[config.mk]
export PLATFORM = sky130hd
export DESIGN_NAME = sync_fifo
export DESIGN_NICKNAME = d
export VERILOG_FILES = /design/src/rtl/sync_fifo.sv
export SDC_FILE = /design/constraint.sdc
export NUM_CORES = 1
export LEC_CHECK = 0
export BUFFER_PORTS_ARGS = -buffer_cell sky130_fd_sc_hd__buf_2
export CAP_MARGIN = 20
export CORE_MARGIN = 2
export CORE_UTILIZATION = 45
export CTS_CLUSTER_DIAMETER = 60
export DETAILED_ROUTE_END_ITERATION = 8
export PLACE_DENSITY = 0.66
export SLEW_MARGIN = 20
export SYNTH_ARGS = -nofsm -noshare
export SYNTH_HDL_FRONTEND = slang
export SYNTH_SLANG_ARGS = --single-unit
export TNS_END_PERCENT = 50
[constraint.sdc]
create_clock -name clk_i -period 1.8 [get_ports clk_i]
set_input_delay 0.36 -clock clk_i [delete_from_list [all_inputs] [get_ports clk_i]]
set_output_delay 0.36 -clock clk_i [all_outputs]
set_load 0.02 [all_outputs]
[src/rtl/sync_fifo.sv]
// sync_fifo: single-clock FIFO with a registered read port and
// full/empty flags decoded from wrap-bit extended pointers.
module sync_fifo #(
  parameter int unsigned WIDTH = 4,
  parameter int unsigned DEPTH = 2
) (
  input  logic             clk_i,
  input  logic             rst_i,
  input  logic [WIDTH-1:0] dat_i,
  input  logic             wen,
  input  logic             ren,
  output logic [WIDTH-1:0] dat_o,
  output logic             full,
  output logic             empty
);

  localparam int unsigned AW = (DEPTH > 1) ? $clog2(DEPTH) : 1;
  localparam int unsigned PW = AW + 1;

  logic [WIDTH-1:0] mem [DEPTH];
  logic [AW:0]      wptr;
  logic [AW:0]      rptr;
  logic             wr_acc;
  logic             rd_acc;

  // Flags come from the pointer registers only, never from wen/ren.
  assign empty = (wptr == rptr);
  assign full  = (wptr[AW] != rptr[AW]) && (wptr[AW-1:0] == rptr[AW-1:0]);

  // Requests are qualified against the flags as they stand before the edge.
  assign wr_acc = wen && !full;
  assign rd_acc = ren && !empty;

  // Storage array; contents are not reset, but reset blocks the write.
  always_ff @(posedge clk_i) begin
    if (!rst_i && wr_acc) begin
      mem[wptr[AW-1:0]] <= dat_i;
    end
  end

  // Pointer update with natural wrap through the extra MSB.
  always_ff @(posedge clk_i) begin
    if (rst_i) begin
      wptr <= '0;
      rptr <= '0;
    end else begin
      if (wr_acc) begin
        wptr <= wptr + PW'(1);
      end
      if (rd_acc) begin
        rptr <= rptr + PW'(1);
      end
    end
  end

  // Registered read port; holds its value when no read is accepted.
  always_ff @(posedge clk_i) begin
    if (rst_i) begin
      dat_o <= '0;
    end else if (rd_acc) begin
      dat_o <= mem[rptr[AW-1:0]];
    end
  end

endmodule

==> impl_metrics.json, run 1 <==
{
  "initial_core_util_pct": 49.1,
  "via_per_inst": 5.24,
  "cts_tree": "done",
  "antenna_found_initial": 0,
  "criticalPathCategory": "register to primary output",
  "p_int_uw": 702,
  "synth-seq-cells": 16,
  "cts_resized": 0,
  "clkSlewWorstSetupHoldPaths_ns": 0.10,
  "synth_nets": 69,
  "drv_cap": 0,
  "netlist_area_sq_um": 748,
  "gp_congestion": 0.879,
  "avgSynthCellArea_sq_um": 12.3,
  "routedWlPerCell_um": 12.7,
  "hold_class": "primary input to register",
  "clock_latency_ns": 0.29,
  "dp.final_hpwl_um": 849,
  "timing.rr.start": "wptr[0]",
  "fp-row-count": 14,
  "hold_viol": 0,
  "die_h_um": 44.8,
  "max_slew_margin_pct": 80.1,
  "drtIter0Drc": 9,
  "hold_path_end": "mem[1][1]",
  "grt.total_usage_pct": 14.4,
  "hp-start": "dat_i[1]",
  "synthMuxAreaShare_pct": 18.1,
  "multi_input_area_sq_um": 328,
  "crit_path_start_kind": "register",
  "grt_max_degree": 17,
  "wl_um": 1190,
  "vdd_drop_max_v": 0.000566,
  "grt_pass1_wl_um": 1930,
  "routed-wl-met3_um": 70,
  "rsz0062_at_grt": "no",
  "post-route-period-util_pct": 88.6,
  "finalSetupTns_ns": 0,
  "grt_pass1_vias": 410,
  "first_pass_iters": 4,
  "outcome": "finished, final reports clean",
  "arrival_ns": 1.23,
  "clock_power_share_pct": 18.1,
  "dp_slack_ns": 0.293,
  "seqCellArea_sq_um": 402,
  "num-fill-cells": 125,
  "die_w_um": 44.8,
  "final_antenna_net_count": 0,
  "met1_length_um": 582,
  "core-area_sq_mm": 0.00152,
  "postCtsSetupBuffers": 0,
  "fmax_mhz": 627,
  "fin_skew_ns": 0.00817,
  "pin_count": 14,
  "dieArea_sq_mm": 0.00200,
  "met2RoutedLength_um": 507,
  "synth_top_family_by_area": "multiplexers",
  "num-nets-final": 87,
  "cts_inserted_buffers": 3,
  "leakage_uw": 0.000360,
  "powerDensity_mw_per_mm2": 1240,
  "synthDistinctLibCells": 22,
  "combPwrFrac_pct": 35.9,
  "cts_root_buf": "clkbuf_4",
  "area_delta_synth_final_pct": 15.4,
  "ctsLongestPathBuffers": 2,
  "gr-total-overflow": 0,
  "synth_simple_gate_area_share_pct": 14.4,
  "synth_xor_area_share_pct": 7.02,
  "vias": 493,
  "min_period_ns": 1.59,
  "crit_fanout": 8,
  "worst_pin_slew_ns": 0.299,
  "setup_viol": 0,
  "crit_path_end_kind": "primary output",
  "cts_hold_buf": 0,
  "yosysSeqAreaShare_pct": 53.5,
  "syn_inst": 61,
  "num_antenna_cells": 0,
  "power_switching_uw": 370,
  "critical_path_required_ns": 1.44,
  "reg2reg_to": "mem[0][0]",
  "post-route-util_pct": 56.7,
  "yosys.area_share.adder_pct": 0,
  "io_buffer_count": 13,
  "top_layer_used": "met4",
  "clock-sinks": 16,
  "setup_ws_ns": 0.206,
  "whs_path_depth": 1,
  "cts_max_level": 1,
  "p_seq_share_pct": 46.0,
  "drc": 0,
  "p_sw_share_pct": 34.5,
  "drive_above_1_share_pct": 34.6,
  "rrSetupSlack_ns": 0.39,
  "slew_violations": 0,
  "yosysWarnings": 0,
  "synth_compound_area_share_pct": 4.35,
  "r2r_cells": 4
}
per-stage QoR:
step	cell area, sq um	cells	hold WS [ns]	total power [uW]
after global placement	836	90	0.557	878
after floorplan	748	61	0.459	792
after CTS	862	94	0.252	1080
after global routing	863	94	0.242	1150
final	863	94	0.256	1070
after detailed placement	836	90	0.559	885
power groups by stage:
stage / clock [uW] / combinational, uW / sequential [uW]
CTS: 203 / 387 / 493
detailed placement: 0 / 385 / 501
floorplan: 0 / 286 / 506
global placement: 0 / 380 / 498
global route: 224 / 421 / 501
finish: 194 / 384 / 493
synth_stat cells, drive strengths merged:
cell	instances	share of area, %
nor3	2	1.3
nand2	2	1.0
mux2i	6	8.0
clkbuf	1	0.50
mux2	6	10
a21oi	2	1.3
o21ai	2	1.8
edfxtp	8	32
nor2	10	5.0
xnor2	1	1.2
buf	2	2.2
dfxtp	8	21
xor2	2	5.9
nor2b	6	5.0
o21a	1	1.2
nand4	1	0.84
nand4b	1	1.2
layout make-up:
| type | instances | area share, % |
|---|---|---|
| flip-flops and latches | 16 | 46.5 |
| multi-input cells | 42 | 38.0 |
| repair buffers | 16 | 10.1 |
| clock buffers | 3 | 2.61 |
| well taps | 16 | 2.32 |
| clock inverters | 1 | 0.435 |
routing by layer:
layer / vias up / global-route usage [%]
met5: - / 0
met4: 0 / 12.4
met3: 4 / 4.80
met2: 17 / 19.1
met1: 227 / 18.8
li1: 245 / -
worst max-delay path by stage:
stage	slack [ns]	from	cells after the start	endpoint
floorplan	0.28	wptr[0]	4	mem[1][0]
global placement	0.34	wptr[0]	4	mem[0][0]
detailed placement	0.29	wptr[0]	4	mem[0][0]
CTS	0.08	wptr[0]	3	full
global route	0.11	wptr[0]	3	full
finish	0.21	wptr[0]	3	full
cell usage in the layout, fill, tap and decap left out:
cell,count
nor2_1,10
xnor2_1,1
o21ai_2,1
o21ai_1,1
nand2_1,2
buf_4,3
clkinv_1,1
a21oi_1,2
nor3_1,2
nand4b_1,1
mux2_2,1
mux2i_1,6
mux2_4,2
dfxtp_2,1
clkbuf_4,3
xor2_4,1
xor2_2,1
mux2_1,3
nor2b_1,6
edfxtp_1,8
nand4_1,1
buf_2,13
dfxtp_1,7
o21a_2,1
worst max-delay path: stages, from the launching register on:
cell	delay [ns]
dfxtp_2	0.40
xor2_4	0.22
nor2_1	0.15
buf_2	0.18
cells by family after synthesis:
logic type / count (synthesis)
AOI/OAI and AO/OA: 5
xor gates and xnor gates: 3
buffers and inverters: 3
DFF: 16
muxes: 12
and+or+nand+nor: 22
flip-flops by register name, indices dropped and copies added (netlist names):
name,cells
rptr,2
wptr,2
mem,8
dat_o,4
Note: power is estimated with default switching activity, not from simulation.
==> inputs of run 2 (changes only) <==
==> constraint.sdc (replaced) <==
create_clock -name clk_i -period 1.8 [get_ports clk_i]
set_input_delay 0.09 -clock clk_i [delete_from_list [all_inputs] [get_ports clk_i]]
set_output_delay 0.09 -clock clk_i [all_outputs]
set_load 0.02 [all_outputs]
==> impl_metrics.json, run 2 (same netlist as run 1, synthesis figures left out) <==
{
  "grt_pass1_wl_um": 1930,
  "leakage_uw": 0.000377,
  "use_met3_pct": 3.60,
  "crit_fanout": 8,
  "max_slew_margin_pct": 74.6,
  "hold_viol": 0,
  "cts_inserted_buffers": 3,
  "num-fill-cells": 124,
  "gr-total-overflow": 0,
  "via_per_inst": 4.95,
  "dp.final_hpwl_um": 806,
  "cts_root_buf": "clkbuf_4",
  "fmax_mhz": 662,
  "cp.buffers_inverters": 1,
  "cp_top_family": "flip-flops",
  "finalSetupTns_ns": 0,
  "critical_path_required_ns": 1.81,
  "largest_reg_flops": 8,
  "crit_path_start_kind": "register",
  "slew_violations": 0,
  "io_buffer_count": 13,
  "pin_count": 14,
  "rsz0062_at_grt": "no",
  "final_common_cell": "buf_2",
  "drtIter0Drc": 8,
  "clkSlewWorstSetupHoldPaths_ns": 0.10,
  "postCtsSetupBuffers": 0,
  "vdd_drop_max_v": 0.000642,
  "clock_latency_ns": 0.28,
  "core-area_sq_mm": 0.00152,
  "arrival_ns": 1.52,
  "min_period_ns": 1.51,
  "cts_tree": "done",
  "grt_pass1_vias": 452,
  "num_antenna_cells": 0,
  "drive_above_1_share_pct": 31.7,
  "crit_path_end_kind": "register",
  "post-route-period-util_pct": 83.9,
  "placedInstanceArea_sq_um": 836,
  "outcome": "finished, final reports clean",
  "die_w_um": 44.8,
  "clock-sinks": 16,
  "fin_skew_ns": 0.00686,
  "worst_pin_slew_ns": 0.380,
  "power_uw": 1070,
  "area_delta_synth_final_pct": 20.6,
  "drv_cap": 0,
  "die_h_um": 44.8,
  "final_antenna_net_count": 0,
  "cts_max_level": 1,
  "cpPeakStageDelay_ns": 0.56,
  "antenna_found_initial": 0,
  "use_met1_pct": 18.9,
  "cts_hold_buf": 4,
  "initial_core_util_pct": 49.1,
  "routedWlPerCell_um": 11.5,
  "first_pass_iters": 4,
  "final_cell_area_sq_um": 902,
  "powerDensity_mw_per_mm2": 1190,
  "num-nets-final": 91,
  "cts_resized": 0,
  "path_cells": "xor2_4 -> o21ai_1 -> nor3_1 -> buf_4",
  "grt.busiest_layer": "met2",
  "final_cell_mix": "buf_2, nor2_1, dfxtp_1, edfxtp_1",
  "wl_um": 1130,
  "criticalPathCategory": "register to register",
  "dieArea_sq_mm": 0.00200,
  "setup_viol": 0,
  "vias": 485,
  "slowest_stage": "dfxtp_1",
  "drc": 0,
  "gp_congestion": 0.882,
  "post-route-util_pct": 59.2,
  "grt_max_degree": 17,
  "grt.total_usage_pct": 13.6,
  "fp-row-count": 14,
  "grt_use_met2_pct": 19.7,
  "hold_class": "primary input to register",
  "ctsLongestPathBuffers": 2
}
[run 2: cell types whose count changed in the layout (fill, tap and decap cells not counted)]
cell	delta
dlygate4sd3_1	+4
dfxtp_1	+1
dfxtp_2	-1
[run 2: where the power goes]
group	switching (uW)	leakage (uW)	internal, uW
Combinational	198	0.000223	187
Clock	112	0.0000154	80.4
Sequential	53.7	0.000139	438
[run 2: final cells by class]
cell class / count / area [sq um] / area share [%]
clock inverter: 1 / 3.75 / 0.416
multi-input combinational: 42 / 328 / 36.3
timing repair buffer: 20 / 128 / 14.1
clock buffer: 3 / 22.5 / 2.50
sequential: 16 / 400 / 44.4
tap: 16 / 20.0 / 2.22
[run 2: worst paths after layout]
path,cells past startpoint,from,slack (ns),to
max,4,wptr[0],0.29,mem[0][0]
min,3,wen,0.11,wptr[1]
max reg2reg,4,wptr[0],0.29,mem[0][0]
min reg2reg,2,wptr[1],0.59,rptr[1]
[run 2: layer usage]
| layer | up-vias | share of wire (%) |
|---|---|---|
| met5 | - | 0 |
| met4 | 0 | 0 |
| met1 | 223 | 52 |
| li1 | 254 | - |
| met2 | 8 | 45 |
| met3 | 0 | 3.2 |
[run 2: worst reg2reg max path, cell delays in order, from the launching register on]
cell and delay (ns):
dfxtp_1 0.56, xor2_4 0.23, o21ai_1 0.13, nor3_1 0.15, buf_4 0.16
[run 2: through the flow]
stage	hold slack [ns]	setup WS (ns)	std cells
after CTS	0.101	0.281	98
after detailed placement	0.288	0.313	90
after global routing	0.129	0.190	98
after global placement	0.287	0.340	90
after floorplan	0.189	0.280	61
final	0.108	0.290	98
==> inputs of run 3 (changes only) <==
Settings changed: PLACE_DENSITY 0.66 to 0.68.
Clock period 1.8 ns to 1.2 ns, I/O delays scaled along.
==> impl_metrics.json, run 3 (same netlist as run 1, synthesis figures left out) <==
{
  "cts_max_level": 1,
  "outcome": "finished with violations",
  "clkSlewWorstSetupHoldPaths_ns": 0.09,
  "whs_ns": 0.0812,
  "pin_count": 14,
  "die_w_um": 44.8,
  "crit_path_end_kind": "primary output",
  "die_h_um": 44.8,
  "drive_above_1_share_pct": 45.3,
  "vias": 508,
  "crit_path_start_kind": "register",
  "grt.total_usage_pct": 15.0,
  "postCtsSetupBuffers": 0,
  "violations": "negative setup slack",
  "largest_reg_flops": 8,
  "dp.final_hpwl_um": 808,
  "num-nets-final": 95,
  "wl_um": 1180,
  "post-route-period-util_pct": 107,
  "clock_latency_ns": 0.28,
  "vdd_drop_max_v": 0.000942,
  "via_per_inst": 4.98,
  "initial_core_util_pct": 49.1,
  "finalSetupTns_ns": -0.637,
  "hold_viol": 0,
  "drv_cap": 0,
  "slew_violations": 0,
  "post-route-util_pct": 63.8,
  "final_cell_mix": "buf_2, nor2_1, edfxtp_1, buf_4",
  "gr-total-overflow": 0,
  "drtIter0Drc": 5,
  "fp-row-count": 14,
  "clock-sinks": 16,
  "cts_root_buf": "clkbuf_4",
  "setup_viol": 15,
  "fin_skew_ns": 0.000266,
  "rsz0062_at_grt": "yes",
  "crit_fanout": 5,
  "area_delta_synth_final_pct": 29.9,
  "num-fill-cells": 127,
  "powerDensity_mw_per_mm2": 1750,
  "gp_congestion": 0.736,
  "cts_tree": "done",
  "path_cells": "xor2_4 -> nor2_2 -> buf_4 -> buf_6",
  "max_slew_margin_pct": 80.1,
  "critical_path_required_ns": 1.14,
  "antenna_found_initial": 0,
  "cp_top_family": "flip-flops",
  "slowest_stage": "dfxtp_4",
  "num_antenna_cells": 0,
  "core-area_sq_mm": 0.00152,
  "criticalPathCategory": "register to primary output",
  "hold_class": "primary input to register",
  "final_common_cell": "buf_2",
  "ctsLongestPathBuffers": 2,
  "cpPeakStageDelay_ns": 0.37,
  "min_period_ns": 1.28,
  "leakage_uw": 0.000403,
  "routedWlPerCell_um": 11.5,
  "cp.buffers_inverters": 2,
  "dieArea_sq_mm": 0.00200,
  "first_pass_iters": 4,
  "cts_inserted_buffers": 3,
  "io_buffer_count": 13,
  "grt_pass1_vias": 529,
  "worst_pin_slew_ns": 0.299,
  "final_antenna_net_count": 0,
  "drc": 0,
  "fmax_mhz": 781,
  "grt_max_degree": 17,
  "arrival_ns": 1.22,
  "power_uw": 1700,
  "grt_pass1_wl_um": 2130,
  "setup_ws_ns": -0.0806
}
run 3: changes by cell type in the layout (fill, tap and decap cells not counted), sizes merged:
cell and change:
buf +4
run 3: worst paths after layout:
| kind | startpoint | endpoint | slack [ns] | depth (start not counted) |
|---|---|---|---|---|
| hold / removal | ren | rptr[1] | 0.08 | 3 |
| hold reg to reg | wptr[1] | rptr[1] | 0.53 | 2 |
| setup reg to reg | wptr[0] | dat_o[2] | -0.08 | 3 |
| setup / recovery | wptr[0] | full | -0.08 | 4 |
run 3: layout make-up:
class / instances / area [sq um] / share of cell area [%]
clock buffer: 3 / 22.5 / 2.32
timing repair buffer: 24 / 164 / 16.9
clock inverter: 1 / 3.75 / 0.386
tap: 16 / 20.0 / 2.06
sequential: 16 / 410 / 42.2
multi-input combinational: 42 / 352 / 36.2
run 3: per-layer routing:
metal	vias up	wire, um	share of wire (%)	global-route usage, %
met5	-	0	0	0
met4	0	10	0.85	7.06
met1	233	561	48	17.4
met2	9	558	47	26.7
li1	264	-	-	-
met3	2	44	3.7	2.80
run 3: tightest hold or removal path: stages:
cell     delay [ns]
buf_2          0.12
nand4_1        0.08
a21oi_1        0.06
run 3: stage by stage:
stage | setup slack [ns] | area, sq um | instances
6_report | -0.0806 | 972 | 102
5_1_grt | -0.152 | 972 | 102
4_1_cts | -0.0870 | 968 | 102
3_5_place_dp | -0.146 | 878 | 94
3_3_place_gp | -0.117 | 878 | 94
2_1_floorplan | -0.106 | 761 | 61
run 3: report_power, final:
part | total, uW | internal (uW) | switching, uW
clock | 281 | 120 | 161
sequential | 736 | 670 | 65.7
combinational | 687 | 339 | 348
total | 1700 | 1130 | 575
run 3: what timing repair did:
item	CTS	global route
gates resized for setup	9	1
hold endpoints to repair	8	0
pin swaps	2	1
gates cloned	0	0
hold buffers	4	0
setup endpoints to repair	16	16
